File: src/rtl/dsp_pkg.sv
// Shared constants for the DSP slice: operand mux selects, ALU op codes and datapath widths.
package dsp_pkg;

    localparam int P_WIDTH = 48;
    localparam int M_WIDTH = 36;

    typedef enum logic [1:0] {
        X_ZERO = 2'b00,
        X_M    = 2'b01,
        X_P    = 2'b10,
        X_DAB  = 2'b11
    } x_sel_e;

    typedef enum logic [1:0] {
        Z_ZERO = 2'b00,
        Z_PCIN = 2'b01,
        Z_P    = 2'b10,
        Z_C    = 2'b11
    } z_sel_e;

    typedef enum logic {
        OP_ADD = 1'b0,
        OP_SUB = 1'b1
    } alu_op_e;

endpackage

File: src/rtl/pipeline_mux.sv
// Register/bypass cell: a clock-enabled register with sync or async active-high reset,
// or a plain wire when PIPELINE_ENABLE is 0.
module pipeline_mux #(
    parameter int    WIDTH           = 1,
    parameter int    PIPELINE_ENABLE = 1,
    parameter string RSTTYPE         = "SYNC"
) (
    input  logic             clk,
    input  logic             rst,
    input  logic             ce,
    input  logic [WIDTH-1:0] d,
    output logic [WIDTH-1:0] q
);

    generate
        if (PIPELINE_ENABLE != 0) begin : g_reg
            if (RSTTYPE == "ASYNC") begin : g_async
                always_ff @(posedge clk or posedge rst) begin
                    if (rst)     q <= '0;
                    else if (ce) q <= d;
                end
            end else begin : g_sync
                // NOTE: sequential state uses non-blocking assignments so every register
                // samples pre-edge values regardless of process evaluation order.
                always_ff @(posedge clk) begin
                    if (rst)     q <= '0;
                    else if (ce) q <= d;
                end
            end
        end else begin : g_bypass
            logic unused_ctrl;
            assign unused_ctrl = ^{clk, rst, ce};
            assign q = d;
        end
    endgenerate

endmodule

File: src/rtl/dsp_post_adder_acc.sv
// Post-adder/subtractor and accumulator: X/Z operand muxes, 49-bit add/sub with carry-in,
// P and CARRYOUT registers (or bypass), P feedback and PCOUT cascade.
module dsp_post_adder_acc
    import dsp_pkg::*;
#(
    parameter int WIDTH_P     = P_WIDTH,
    parameter int WIDTH_M     = M_WIDTH,
    parameter int PREG        = 1,
    parameter int CARRYOUTREG = 1
) (
    input  logic               clk,
    input  logic               rst,
    input  logic               ce_p,
    input  logic               ce_carryout,
    input  logic [1:0]         opmode_x,
    input  logic [1:0]         opmode_z,
    input  logic               opmode_sub,
    input  logic [WIDTH_M-1:0] m_in,
    input  logic [WIDTH_P-1:0] dab_in,
    input  logic [WIDTH_P-1:0] c_in,
    input  logic [WIDTH_P-1:0] pcin,
    input  logic               carry_in,
    output logic [WIDTH_P-1:0] p_out,
    output logic [WIDTH_P-1:0] pcout,
    output logic               carryout,
    output logic               carryoutf
);

    logic [WIDTH_P-1:0] p_fb;
    logic [WIDTH_P-1:0] x_mux;
    logic [WIDTH_P-1:0] z_mux;
    logic [WIDTH_P:0]   x_ext;
    logic [WIDTH_P:0]   z_ext;
    logic [WIDTH_P:0]   ci_ext;
    logic [WIDTH_P:0]   sum;
    logic [WIDTH_P-1:0] p_next;
    logic               carry_next;

    // Without a P register there is nothing to feed back; selecting P reads 0 so no loop forms.
    generate
        if (PREG != 0) begin : g_fb
            assign p_fb = p_out;
        end else begin : g_no_fb
            assign p_fb = '0;
        end
    endgenerate

    // NOTE: combinational muxes assign a default first so no path leaves a latch behind.
    always_comb begin
        x_mux = '0;
        case (x_sel_e'(opmode_x))
            X_ZERO: x_mux = '0;
            X_M:    x_mux = {{(WIDTH_P-WIDTH_M){1'b0}}, m_in};
            X_P:    x_mux = p_fb;
            X_DAB:  x_mux = dab_in;
            default: x_mux = '0;
        endcase
    end

    always_comb begin
        z_mux = '0;
        case (z_sel_e'(opmode_z))
            Z_ZERO: z_mux = '0;
            Z_PCIN: z_mux = pcin;
            Z_P:    z_mux = p_fb;
            Z_C:    z_mux = c_in;
            default: z_mux = '0;
        endcase
    end

    assign x_ext  = {1'b0, x_mux};
    assign z_ext  = {1'b0, z_mux};
    assign ci_ext = {{WIDTH_P{1'b0}}, carry_in};

    // Subtract wraps modulo 2^(WIDTH_P+1), so the top bit doubles as the borrow flag.
    always_comb begin
        if (alu_op_e'(opmode_sub) == OP_SUB) sum = z_ext - (x_ext + ci_ext);
        else                                 sum = z_ext + x_ext + ci_ext;
    end

    assign p_next     = sum[WIDTH_P-1:0];
    assign carry_next = sum[WIDTH_P];

    pipeline_mux #(
        .WIDTH           (WIDTH_P),
        .PIPELINE_ENABLE (PREG),
        .RSTTYPE         ("SYNC")
    ) u_p_reg (
        .clk (clk),
        .rst (rst),
        .ce  (ce_p),
        .d   (p_next),
        .q   (p_out)
    );

    pipeline_mux #(
        .WIDTH           (1),
        .PIPELINE_ENABLE (CARRYOUTREG),
        .RSTTYPE         ("SYNC")
    ) u_carryout_reg (
        .clk (clk),
        .rst (rst),
        .ce  (ce_carryout),
        .d   (carry_next),
        .q   (carryout)
    );

    assign pcout     = p_out;
    assign carryoutf = carryout;

endmodule

File: config.mk
export PLATFORM = sky130hd
export DESIGN_NAME = dsp_post_adder_acc
export DESIGN_NICKNAME = d
export VERILOG_FILES = /design/src/rtl/dsp_pkg.sv /design/src/rtl/pipeline_mux.sv /design/src/rtl/dsp_post_adder_acc.sv
export SDC_FILE = /design/constraint.sdc
export NUM_CORES = 1
export LEC_CHECK = 0
export ABC_AREA = 1
export CAP_MARGIN = 25
export CORE_MARGIN = 5
export CORE_UTILIZATION = 50
export DETAILED_ROUTE_END_ITERATION = 6
export GPL_TIMING_DRIVEN = 0
export MAX_ROUTING_LAYER = met4
export PLACE_DENSITY = 0.9
export SLEW_MARGIN = 25
export SYNTH_ARGS = -nofsm -noshare
export SYNTH_HDL_FRONTEND = slang
export SYNTH_HIERARCHICAL = 1
export SYNTH_SLANG_ARGS = --single-unit
File: constraint.sdc
create_clock -name clk -period 3.59 [get_ports clk]
set_input_delay 0.359 -clock clk [delete_from_list [all_inputs] [get_ports clk]]
set_output_delay 0.359 -clock clk [all_outputs]
set_load 0.01 [all_outputs]
; Yosys cells after proc, flatten, opt, wreduce, memory -nomap -nowiden
; Index checks and enable logic that the tools add are counted.
[totals]
output_inout_bits = 98
input_bits = 190
elab_cells = 17
ff_bits = 49
[classes]
n_eq_ne = 6
muxes = 3
reduce_logical = 2
n_addsub = 4
[op_table]
columns = operator, count
row1 = case mux 48 bit (4 select lines), 2
row2 = adder 48 x 1 -> 49 bit, 1
row3 = adder 48 x 48 -> 49 bit, 1
row4 = adder 49 x 1 -> 49 bit, 1
row5 = 2-to-1 mux 49 bit, 1
row6 = subtractor 48 x 49 -> 49 bit, 1
row7 = "equality test 2 bit, second input constant", 4
row8 = "equality test 2 x 1 -> 1 bit, second input constant", 2
row9 = logical NOT 2 bit, 2

; Depth between registers and ports, before layout
; Gate-level depths: netlist of run 1.
[logic_depth]
word_depth = 5
ltp_mapped = 27
depth_no_buf = 26

; Modules after synthesis
; Netlist of run 1, hierarchy kept.
[modules_own_cells]
columns = module, cells_each, seq_area_each_um2, area_per_inst_um2, n_inst
row1 = dsp_post_adder_acc, 2242, 0.0, 11268.3, 1
row2 = pipeline_mux at u_p_reg, 305, 960.9, 1976.9, 1
row3 = pipeline_mux at u_carryout_reg, 7, 20.0, 45.0, 1

; Worst setup path after synthesis of run 1
; OpenSTA, ideal clock, no wires.
[synth_timing]
kind = in2reg
start = input port opmode_z[1]
end = register u_p_reg.q[46]
t_required_ps = 3477
setup_time_ps = 113
setup_slack_ps = 457
cell_stages = 23
t_arrival_ps = 3020
n_path_buf = 1
path_cell_list = inv_1 nor2_4 clkbuf_1 a22o_1 a21oi_1 fa_1 fa_1 inv_1 nand3_1 nand2_2 nand2_1 nand2_1 nand3_1 nand2_1 nand2_1 nand3_1 nand2_1 nand3_1 nand2_1 inv_1 nand2_1 nand2_1 nor2_1
[synth_via]
elab_chain_cells = 5
word_cells_on_any_way = 9
classes_between = add/sub (3) / eq/ne (3) / mux (2) / reduce/logical (1)
[synth_rtl]
columns = item, line_no
row1 = "start, declared", dsp_post_adder_acc.sv:16  ; input logic [1:0] opmode_z,
row2 = "equality test 2 bit, or another cell as far along", dsp_post_adder_acc.sv:62  ; case (z_sel_e'(opmode_z))
row3 = case mux 48 bit (4 select lines) *, dsp_post_adder_acc.sv:62
row4 = adder 48 x 48 -> 49 bit, dsp_post_adder_acc.sv:78  ; else sum = z_ext + x_ext + ci_ext;
row5 = adder 49 x 1 -> 49 bit, dsp_post_adder_acc.sv:78
row6 = 2-to-1 mux 49 bit *, dsp_post_adder_acc.sv:77  ; if (alu_op_e'(opmode_sub) == OP_SUB) sum = z_ext - (x_ext + ci_ext);
row7 = net sum[46], dsp_post_adder_acc.sv:35  ; logic [WIDTH_P:0] sum;
row8 = "end signal, assigned", pipeline_mux.sv:26  ; if (rst) q <= '0;
row9 = "end signal, assigned", pipeline_mux.sv:27  ; else if (ce) q <= d;
row10 = "end, declared", pipeline_mux.sv:12  ; output logic [WIDTH-1:0] q
; Mark *: on every way through the listed nets, which the timed path passes. The rest lies on a longest branch.
; A chain may end at the register's enable or synchronous reset.

; Final worst setup path of run 1
[layout_timing]
start = input port opmode_x[0]
end = register u_p_reg.q[33]
[layout_via]
elab_chain_cells = 5
word_cells_on_any_way = 10
classes_between = add/sub (4) / eq/ne (3) / mux (2) / reduce/logical (1)
[layout_rtl]
columns = item, line_no
row1 = "start, declared", dsp_post_adder_acc.sv:15  ; input logic [1:0] opmode_x,
row2 = "equality test 2 bit, or another cell as far along", dsp_post_adder_acc.sv:51  ; case (x_sel_e'(opmode_x))
row3 = case mux 48 bit (4 select lines) *, dsp_post_adder_acc.sv:51
row4 = adder 48 x 48 -> 49 bit or adder 48 x 1 -> 49 bit (tied branches), "dsp_post_adder_acc.sv:78, dsp_post_adder_acc.sv:77"
row5 = adder 49 x 1 -> 49 bit or subtractor 48 x 49 -> 49 bit (tied branches), "dsp_post_adder_acc.sv:78, dsp_post_adder_acc.sv:77"
row6 = 2-to-1 mux 49 bit *, dsp_post_adder_acc.sv:77
row7 = net sum[33], dsp_post_adder_acc.sv:35
; Marks and branches as above.

==> results.json, run 1 <==
{
  "clock_skew_ns": 0.0155,
  "required_ns": 3.85,
  "p_leak_uw": 0.00963,
  "die_w_um": 173,
  "grt-ovfl-total": 0,
  "power_density_nw_per_um2": 374,
  "area_growth_pct": 41.0,
  "place_hpwl_mm": 54.8,
  "wire_per_inst_um": 21.5,
  "drc_errors": 0,
  "arrival_ns": 3.93,
  "die_h_um": 173,
  "antenna_left": 0,
  "min_period_over_period_pct": 102,
  "ys_ff_latch": 49,
  "max_stage_delay_ns": 0.33,
  "worst-r2r-cell-count": 20,
  "synth_ff_type": "dfxtp_1",
  "cp_top_family": "simple AND/OR/NAND/NOR gates",
  "final_cells": 3247,
  "ys_types": 47,
  "initial_core_util_pct": 50.9,
  "max_freq_ghz": 0.272,
  "grt_max_degree": 16,
  "port_buffers": 285,
  "tritoncts": "built",
  "path_class": "in -> reg",
  "cp-endpoint": "u_p_reg/q[33]",
  "finalCriticalPeriod_ns": 3.67,
  "worst_slew_pin_slew_ns": 1.04,
  "dr.first_iter.drc_count": 2877,
  "nFillCells": 2176,
  "syn_area_sq_um": 13300,
  "vias": 19100,
  "cp_num_buf_inv": 8,
  "worstSetupPathDepth": 25,
  "grt_pass1_vias": 17900,
  "clock_sinks": 49,
  "numCtsBuffers": 5,
  "status": "complete, but fails checks",
  "dr.pass1.iters": 7,
  "io_pins": 288,
  "crit_top_cell": "nand2_1",
  "setup_tns_ns": -0.244,
  "reg2reg_from": "u_p_reg/q[19]",
  "synth_enable_flop_cells": 0,
  "cp-start-kind": "primary input",
  "finalHoldViolCount": 0,
  "root_buffer": "clkbuf_16",
  "async_flop_share_pct": 0,
  "hold_path.class": "reg -> reg",
  "startpoint": "opmode_x[0]",
  "placed_cells_incl_taps": 3174,
  "nNetsFinal": 3243,
  "grt_first_pass_wirelength_mm": 98.8,
  "end_kind": "flip-flop",
  "cts.path.max_buffers": 2,
  "syn_inst": 2554,
  "wl_mm": 69.7,
  "slew_viol_final": 0,
  "dieArea_sq_um": 29900,
  "cp_max_fo": 5,
  "setup_ws_ns": -0.0798,
  "r2r_setup_slack_ns": 0.29,
  "placed_area_sq_um": 16600,
  "synth_warnings": 6,
  "syn_nets": 2887,
  "cts_htree_levels": 2,
  "max_cap_violations": 0,
  "gp_congestion": 1.14,
  "slowest_stage": "ha_1",
  "reg2reg_to": "u_p_reg/q[40]",
  "synth-seq-area-share_pct": 7.38,
  "drive_gt1_share_pct": 17.2,
  "rows": 59,
  "coreArea_sq_um": 26100,
  "antenna_found_initial": 1,
  "grt_usage_pct": 43.5,
  "failed_checks": "setup timing",
  "clkTransAtPathRegs_ns": 0.08,
  "ir_drop_mv": 0.206,
  "setup_viol": 5,
  "clock_latency_ns": 0.32,
  "viasPerCell": 5.87,
  "final_core_util_pct": 71.7,
  "final_area_sq_um": 18700,
  "syn_avg_cell_area_sq_um": 5.20,
  "relSlewSlack_pct": 30.9
}
registers in the layout, summed over array words and instances (netlist names):
name and count:
u_carryout_reg/q 1, u_p_reg/q 48
how the worst min path moves through the flow:
stage | cells after the start | end | startpoint
floorplan | 2 | u_carryout_reg/q | ce_carryout
global placement | 2 | u_p_reg/q[7] | u_p_reg/q[7]
detailed placement | 2 | u_p_reg/q[5] | u_p_reg/q[5]
CTS | 2 | u_p_reg/q[5] | u_p_reg/q[5]
global route | 2 | u_p_reg/q[5] | u_p_reg/q[5]
finish | 2 | u_p_reg/q[46] | u_p_reg/q[46]
synth_stat cells, types with 23 or more instances:
cell type,number,area [sq um]
clkbuf_1,27,101
nand4_1,29,181
buf_4,51,383
o21ai_0,136,681
ha_1,139,1740
nand2_1,813,3050
dfxtp_1,49,981
inv_1,486,1820
nor3_1,23,115
o211ai_1,27,203
nand3_1,117,586
nor2_1,269,1010
a21oi_1,186,931
metal layers:
layer	wire length, um	GRT usage (%)	vias up
met1	25500	52.8	8703
met3	9110	9.04	301
met5	0	-	-
met2	30600	67.6	1454
met4	4480	23.4	0
li1	-	-	8592
where the power goes:
part / switching, uW / leakage (uW) / internal [uW] / total [uW]
sequential: 104 / 0.000407 / 611 / 715
combinational: 3530 / 0.00914 / 2150 / 5680
clock: 273 / 0.0000811 / 333 / 606
what timing repair did:
item | CTS | global route
cloned | 1 | 0
setup endpoints to repair | 47 | 44
hold buffers | 0 | 0
pin swaps | 51 | 69
gates resized for setup | 198 | 213
setup buffers | 40 | 23
through the flow:
stage | hold slack (ns) | worst slack, ns | power [uW]
after global placement | 0.494 | -1.80 | 5080
after detailed placement | 0.495 | -1.59 | 5150
after floorplan | 0.496 | 0.457 | 3510
after CTS | 0.505 | 0.000779 | 6190
after global routing | 0.538 | -0.0912 | 7340
final | 0.512 | -0.0798 | 7000
cell families after synthesis:
group,after synthesis,share of synthesized area [%]
fa+ha+maj,143,13.7
compound gates,419,17.6
simple gates,1326,41.7
mux,1,0.0753
xor+xnor,7,0.461
flops,49,7.38
buf+inv,609,19.1
cell type report:
cell class	count	area [sq um]	area share, %
Antenna cell	1	2.50	0.0134
Clock buffer	6	129	0.688
Timing Repair Buffer	349	3350	17.9
Tap cell	335	419	2.24
Multi-Input combinational cell	1896	11100	59.2
Clock inverter	2	38.8	0.207
Sequential cell	49	981	5.24
Inverter	507	1910	10.2
Buffer	102	812	4.33
worst reg2reg max path, cell delays in order (launching register included):
cell and delay, ns:
dfxtp_1 0.39, nand2_1 0.10, nand2_1 0.05, a21oi_1 0.37, ha_1 0.35, inv_2 0.15
ha_4 0.25, a21oi_1 0.23, o21ai_1 0.15, nand2_1 0.11, nand2_1 0.11, nand3b_1 0.27
nand2_1 0.17, nand2_1 0.06, nand2_1 0.05, nand3_1 0.07, nand2_1 0.12, inv_1 0.05
nand2_1 0.05, nand2_1 0.05, nor2_1 0.08
placed cells by master (no fill, tap or decap), drive strengths merged, types with 3 or more instances in the layout:
cell type      instances
clkinv                 3
a21oi                190
o21ai                153
o21bai                16
nand4                 29
clkdlybuf4s50        281
inv                  504
a21o                  16
nand2                843
fa                     4
ha                   139
nand3b                 9
nor2                 287
and2                   3
buf                  145
o211ai                27
clkbuf                31
a22o                   6
xor2                   6
nand3                124
a21boi                 7
nor3                  28
dfxtp                 49
Power figures use the tool's default switching activity.
==> run 2, diff against run 1 <==
Settings changed: CTS_CLUSTER_SIZE set to 12.
==> results of run 2 <==
The final DEF is identical to that of run 1; final timing and power are the same.
